==> src/rtl/sub_seq_pkg.sv <==
// Shared definitions for the multi-precision subtract sequencer.
//   WORD_W    : width of one datapath word
//   state_e   : sequencer FSM states
//   idx_width : width of the word index for a given word count (minimum 1)
package sub_seq_pkg;

   localparam int unsigned WORD_W = 32;

   typedef enum logic [1:0] {
      ST_IDLE = 2'd0,
      ST_RUN  = 2'd1,
      ST_DONE = 2'd2
   } state_e;

   function automatic int unsigned idx_width(input int unsigned words);
      return (words <= 1) ? 1 : $clog2(words);
   endfunction

endpackage

==> src/rtl/sub_full_32.sv <==
// 32-bit full subtractor: d_o = a_i - b_i - bin_i (mod 2^32), bout_o = borrow out.
//   a_i, b_i : operands
//   bin_i    : borrow in
//   d_o      : difference
//   bout_o   : borrow out (1 when a_i < b_i + bin_i)
module sub_full_32
   import sub_seq_pkg::*;
(
   input  logic [WORD_W-1:0] a_i,
   input  logic [WORD_W-1:0] b_i,
   input  logic              bin_i,
   output logic [WORD_W-1:0] d_o,
   output logic              bout_o
);

   logic [WORD_W:0] diff;

   // One extra bit on the left captures the borrow as the sign of the wide result.
   assign diff   = {1'b0, a_i} - {1'b0, b_i} - {{WORD_W{1'b0}}, bin_i};
   assign d_o    = diff[WORD_W-1:0];
   assign bout_o = diff[WORD_W];

endmodule

==> src/rtl/sub_seq_ctrl.sv <==
// Multi-precision subtract sequencer: computes d = a - b - bin over WORDS 32-bit words by
// driving one shared sub_full_32 one word per cycle, least-significant word first.
//   clk, reset          : clock, asynchronous active-high reset
//   in_valid / in_ready : request handshake carrying a, b, bin
//   out_valid/out_ready : result handshake carrying d, bout, zero
//   busy                : request accepted and not yet retired
module sub_seq_ctrl
   import sub_seq_pkg::*;
#(
   parameter int unsigned WORDS = 4
) (
   input  logic                  clk,
   input  logic                  reset,
   input  logic                  in_valid,
   output logic                  in_ready,
   input  logic [WORD_W*WORDS-1:0] a,
   input  logic [WORD_W*WORDS-1:0] b,
   input  logic                  bin,
   output logic                  out_valid,
   input  logic                  out_ready,
   output logic [WORD_W*WORDS-1:0] d,
   output logic                  bout,
   output logic                  zero,
   output logic                  busy
);

   localparam int unsigned IdxW = idx_width(WORDS);

   state_e                         state_q;
   logic [IdxW-1:0]                idx_q;
   logic                           borrow_q;
   logic [WORDS-1:0][WORD_W-1:0]   a_q;
   logic [WORDS-1:0][WORD_W-1:0]   b_q;
   logic [WORDS-1:0][WORD_W-1:0]   d_q;
   logic                           bout_q;
   logic                           zero_q;

   logic [WORD_W-1:0]              sub_d;
   logic                           sub_bout;

   // Word mux in front of the single shared subtractor.
   sub_full_32 u_sub (
      .a_i    (a_q[idx_q]),
      .b_i    (b_q[idx_q]),
      .bin_i  (borrow_q),
      .d_o    (sub_d),
      .bout_o (sub_bout)
   );

   always_ff @(posedge clk or posedge reset) begin
      if (reset) begin
         state_q  <= ST_IDLE;
         idx_q    <= '0;
         borrow_q <= 1'b0;
         a_q      <= '0;
         b_q      <= '0;
         d_q      <= '0;
         bout_q   <= 1'b0;
         zero_q   <= 1'b0;
      end else begin
         unique case (state_q)
            ST_IDLE: begin
               if (in_valid) begin
                  a_q      <= a;
                  b_q      <= b;
                  borrow_q <= bin;
                  idx_q    <= '0;
                  zero_q   <= 1'b1;
                  state_q  <= ST_RUN;
               end
            end
            ST_RUN: begin
               d_q[idx_q] <= sub_d;
               borrow_q   <= sub_bout;
               zero_q     <= zero_q & (sub_d == '0);
               if (idx_q == IdxW'(WORDS - 1)) begin
                  // Only the top word's borrow is exposed.
                  bout_q  <= sub_bout;
                  state_q <= ST_DONE;
               end else begin
                  idx_q <= idx_q + 1'b1;
               end
            end
            ST_DONE: begin
               if (out_ready) begin
                  state_q <= ST_IDLE;
               end
            end
            default: state_q <= ST_IDLE;
         endcase
      end
   end

   assign in_ready  = (state_q == ST_IDLE);
   assign out_valid = (state_q == ST_DONE);
   assign busy      = (state_q != ST_IDLE);
   assign d         = d_q;
   assign bout      = bout_q;
   assign zero      = zero_q;

endmodule

==> config.mk <==
export PLATFORM = sky130hd
export DESIGN_NAME = sub_seq_ctrl
export DESIGN_NICKNAME = d
export VERILOG_FILES = /design/src/rtl/sub_seq_pkg.sv /design/src/rtl/sub_full_32.sv /design/src/rtl/sub_seq_ctrl.sv
export SDC_FILE = /design/constraint.sdc
export NUM_CORES = 1
export LEC_CHECK = 0
export ABC_AREA = 1
export BUFFER_PORTS_ARGS = -buffer_cell sky130_fd_sc_hd__buf_2
export CORE_UTILIZATION = 44
export CTS_BUF_LIST = sky130_fd_sc_hd__clkbuf_16
export DETAILED_ROUTE_END_ITERATION = 10
export HOLD_SLACK_MARGIN = 0.12
export PLACE_DENSITY = 0.68
export RECOVER_POWER = 100
export SLEW_MARGIN = 20
export SYNTH_ARGS = -nofsm -noshare
export SYNTH_HDL_FRONTEND = slang
export SYNTH_HIERARCHICAL = 1
export SYNTH_SLANG_ARGS = --single-unit
==> constraint.sdc <==
create_clock -name clk -period 34.8 [get_ports clk]
set_input_delay 6.96 -clock clk [delete_from_list [all_inputs] [get_ports clk]]
set_output_delay 6.96 -clock clk [all_outputs]
set_load 0.1 [all_outputs]
== Word level (Yosys, flattened, before mapping) ==
Cells that the tools add are included.

* Input port bits: 261
* Register bits: 391
* Output and inout bits: 133

* Reduce and logical (&&, ||, !) cells: 10
* Bitwise gates (word level): 1
* Order comparisons: 2
* $add $sub $neg: 3
* Eq/ne operators: 7
* Muxes and demuxes: 18

{| class="wikitable"
|+ Operators with widths
! cell !! number
|-
| binary-select mux 32 bit (select 2 bit) || 2
|-
| bitwise mux 128 bit || 1
|-
| two-way mux 32 bit || 3
|-
| demux 32 bit (select 2 bit) || 1
|-
| subtractor 32 x 32 -> 33 bit || 1
|-
| subtractor 33 x 1 -> 33 bit || 1
|-
| logical NOT 32 bit || 1
|-
| two-way mux 2 bit || 5
|-
| inequality test 2 bit, second input constant || 3
|-
| one-hot mux 2 bit (3 select lines) || 1
|-
| AND reduction 2 bit || 3
|-
| AND reduction 3 bit || 2
|-
| == test 2 bit, second input constant || 2
|-
| one-hot mux 1 bit (2 select lines) || 2
|-
| one-hot mux 2 bit (2 select lines) || 1
|-
| nonzero test 2 bit || 2
|-
| < comparator 2 x 3 -> 1 bit, second input constant || 1
|-
| adder 2 x 1 -> 2 bit, second input constant || 1
|-
| == test 2 x 1 -> 1 bit, second input constant || 1
|-
| >= comparator 2 x 1 -> 1 bit, second input constant || 1
|-
| logical NOT 2 bit || 1
|-
| two-way mux 1 bit || 2
|-
| inequality test 2 x 1 -> 1 bit, second input constant || 1
|-
| AND 1 bit || 1
|-
| logical AND 1 bit || 1
|}

== Longest topological paths before layout ==
* Depth after elaboration: 7
* Gate-level depth with buffers: 27
* Depth with buffers taken out: 25

== Modules after synthesis ==
The synthesis kept the hierarchy.

{| class="wikitable"
|+ By module, submodules not included
! module !! cells each !! area an instance (um2) !! instances
|-
| sub_seq_ctrl || 1955 || 16413.2 || 1
|-
| sub_full_32 || 644 || 3275.6 || 1
|}

== Worst setup path after synthesis ==
Ideal clock, no wire load.

* Kind: reg2out
* Start: register state_q[1]
* End: output port out_valid
* Stages on the path, launching flop included: 3
* Arrival time: 1725 ps
* Setup slack: 26115 ps
* Path through: dfrtp_1 inv_1 nor2_1

* Word-level cells in the longest chain between the ends: 1

{| class="wikitable"
|+ Ends and longest elaborated chain
! item !! line !! source
|-
| from (decl) || sub_seq_ctrl.sv:29 || <nowiki>state_e state_q;</nowiki>
|-
| from (signal assigned) || sub_seq_ctrl.sv:52 || <nowiki>state_q <= ST_IDLE;</nowiki>
|-
| from (signal assigned) || sub_seq_ctrl.sv:69 || <nowiki>state_q <= ST_RUN;</nowiki>
|-
| from (signal assigned) || sub_seq_ctrl.sv:79 || <nowiki>state_q <= ST_DONE;</nowiki>
|-
| == test 2 bit || sub_seq_ctrl.sv:95 || <nowiki>assign out_valid = (state_q == ST_DONE);</nowiki>
|-
| to (decl) || sub_seq_ctrl.sv:19 || <nowiki>output logic out_valid,</nowiki>
|}

No other way between the ends.

== Worst setup path after layout ==
* Start: input port in_valid
* End: register a_q[55] (netlist bit)

* Word-level cells in the longest chain between the ends: 1

{| class="wikitable"
|+ Ends and longest elaborated chain
! item !! line !! source
|-
| from (decl) || sub_seq_ctrl.sv:14 || <nowiki>input logic in_valid,</nowiki>
|-
| AND reduction 2 bit (no line) || n/a ||
|-
| to (signal assigned) || sub_seq_ctrl.sv:55 || <nowiki>a_q <= '0;</nowiki>
|-
| to (signal assigned) || sub_seq_ctrl.sv:64 || <nowiki>a_q <= a;</nowiki>
|-
| to (decl) || sub_seq_ctrl.sv:32 || <nowiki>logic [WORDS-1:0][WORD_W-1:0] a_q;</nowiki>
|}

No other way between the ends.
A chain may end at the register's enable or synchronous reset.

==> flow_metrics.tcl <==
set metrics [dict create \
    status "complete, but fails checks" \
    violations "max-capacitance violations, max-slew violations" \
    synth_cell_type_count 35 \
    post-cts-setup-buffers 0 \
    cp_common_cell "nand2_1" \
    yosys.area.top_type "dfrtp_1" \
    clkLatencyLatePin_ps 580 \
    dieArea_mm2 0.0456 \
    ys_ff_latch 391 \
    yosysWarnings 6 \
    clkSinkCount 391 \
    regToRegSetupSlack_ps 21820 \
    cts-resized-gates 0 \
    wl_per_cell_um 16.2 \
    synthToLayoutAreaGrowth_pct 17.1 \
    synthArstFlopShare_pct 100 \
    post_synth.cell_area_avg_um2 7.58 \
    crit_end "a_q[55]" \
    path_depth 6 \
    crit_chain "buf_2, nand2_1, clkinvlp_2, clkbuf_1, nand2_1, nand2_1" \
    min_path_type "flop to flop" \
    h-tree-depth 2 \
    critPathTopFamily "buffers and inverters" \
    rsz0062_at_grt "no" \
    critPathSlowestCell "clkinvlp_2" \
    clkTransAtPathRegs_ps 60 \
    dr.first_iter.drc_count 1426 \
    path_buf_inv 3 \
    min_period_ps 18840 \
    drc 0 \
    numCtsBuffers 43 \
    ant_nets 0 \
    clockBufferDepth 3 \
    seq_area_mm2 0.00979 \
    setup.worst_path.class "input pin to flop" \
    synth_fp_nets 2928 \
    synth_area_mm2 0.0197 \
    drt-total-wl_um 57600 \
    worstRegToRegCells 6 \
    syn_inst 2599 \
    grt_max_degree 184 \
    gp_congestion 0.866 \
    critPathCaptureType "flop" \
    place_area_mm2 0.0219 \
    r2r-start "state_q[0]" \
    cp_max_fo 183 \
    fmax_mhz 53.1 \
    finalCritPeriodShare_pct 54.1 \
    vias 17703 \
    ys_top_cells_by_area "dfrtp_1, nand2_1, o21ai_0" \
    synth_common_cells "nand2_1, dfrtp_1, inv_1" \
    start_util_pct 44.5 \
    dp_hpwl_um 40600 \
    relSlewSlack_pct -230 \
    layout.nets 3254 \
    synth_edf_count 0 \
    cap_violations 11 \
    yosysTopAreaCellShare_pct 49.7 \
    arrival_ps 19280 \
    grt_pass1_wl_um 89900 \
    io_buffers 393 \
    placementRows 77 \
    routed_via_density 4.98 \
    die_w_um 214 \
    drive_above_1_share_pct 12.3 \
    dieHeight_um 214 \
    fin_area_mm2 0.0230 \
    io_pins 394 \
    antenna_found_initial 4 \
    report.final.slew_viol_count 995 \
    rr_endpoint "a_q[55]" \
    core-area_mm2 0.0442 \
    tightestPinTransition_ps 4940 \
    multi_input_area_mm2 0.00825 \
    finalHoldViolations 0 \
    critPathMaxStageDelay_ps 5920 \
    setup_viol 0 \
    worstSetupStartpoint "in_valid" \
    cp.required_ps 35240 \
    grt_pass1_vias 16887 \
    cts-root-buf "clkbuf_16" \
    drt-pass1-iter-count 6 \
    n_fill_cell 4448 \
    tritoncts "yes" \
    cts_hold_buf 0 \
    tns_ps 0 \
    synth-main-ff-cell "dfrtp_1" \
    yosysMostFrequentCell "nand2_1" \
    fin_skew_ps 18.3 \
    overflow 0 \
    cp-start-kind "input pin" \
    ys_seq_area_share_pct 49.7 \
    grt_usage_pct 25.1 \
]
## layer usage
| metal | routed length [µm] | GRT usage [%] | vias up |
|---|---|---|---|
| li1 | - | - | 8693 |
| met1 | 27300 | 36.6 | 8346 |
| met2 | 25200 | 38.4 | 588 |
| met3 | 3900 | 4.70 | 72 |
| met4 | 1200 | 6.50 | 4 |
| met5 | 27 | 0 | - |
## cells by family after synthesis
group	synth area share (%)
AOI/OAI and AO/OA	9.28
xor gates and xnor gates	0.712
adders and majority gates	4.40
buffers and inverters	8.13
DFF	49.7
muxes	0.0762
and+or+nand+nor	27.7
## worst min-delay path, cell delays in order, from the launching register on
cell and delay [ps]:
dfrtp_1 330, nand2_1 50, nand2_1 50
## area by class of cell
| cell class | instances | area share (%) |
|---|---|---|
| Clock buffer | 43 | 4.67 |
| Sequential cell | 391 | 42.5 |
| Antenna cell | 2 | 0.0217 |
| Timing Repair Buffer | 404 | 8.16 |
| Tap cell | 592 | 3.21 |
| Inverter | 257 | 4.22 |
| Clock inverter | 36 | 1.45 |
| Multi-Input combinational cell | 1828 | 35.8 |
## through the flow
step / hold WS [ps] / setup WS, ps / utilization, % / cells
floorplan: 444 / 16970 / - / 2599
global placement: 456 / 25120 / 49.5 / 3471
detailed placement: 460 / 25000 / 49.5 / 3471
CTS: 476 / 25600 / 52.7 / 3550
global route: 483 / 14280 / 52.1 / 3552
finish: 471 / 15960 / 52.1 / 3553
## worst min path at each step
stage             from       to  slack, ps  depth (start not counted)
2_1_floorplan  a_q[95]  a_q[95]        440                          2
3_3_place_gp   a_q[49]  a_q[49]        460                          2
3_5_place_dp   b_q[51]  b_q[51]        460                          2
4_1_cts        a_q[69]  a_q[69]        480                          2
5_1_grt        a_q[32]  a_q[32]        480                          2
6_report       b_q[67]  b_q[67]        470                          2
## cell usage in the layout, fill, tap and decap left out, drive strengths merged, types with 3 or more instances in the layout
| cell type | netlist | routed |
|---|---|---|
| nand2 | 1166 | 1166 |
| dfrtp | 391 | 391 |
| buf | 80 | 265 |
| inv | 257 | 262 |
| o21ai | 261 | 261 |
| nor2 | 200 | 200 |
| clkbuf | 43 | 182 |
| ha | 66 | 66 |
| o22ai | 64 | 64 |
| nand3 | 24 | 24 |
| clkinv | 0 | 23 |
| a21oi | 18 | 18 |
| xor2 | 15 | 15 |
| bufinv | 0 | 5 |
| clkinvlp | 0 | 3 |
| nor3 | 3 | 3 |
## state kept, by name, indices dropped and copies added (netlist names)
register,count
state_q,2
idx_q,2
d,128
borrow_q,1
a_q,128
zero,1
bout,1
b_q,128
Power is left out: the tool's default activity adds up to more than one toggle a clock period on the data nets, which glitch-free logic cannot reach.
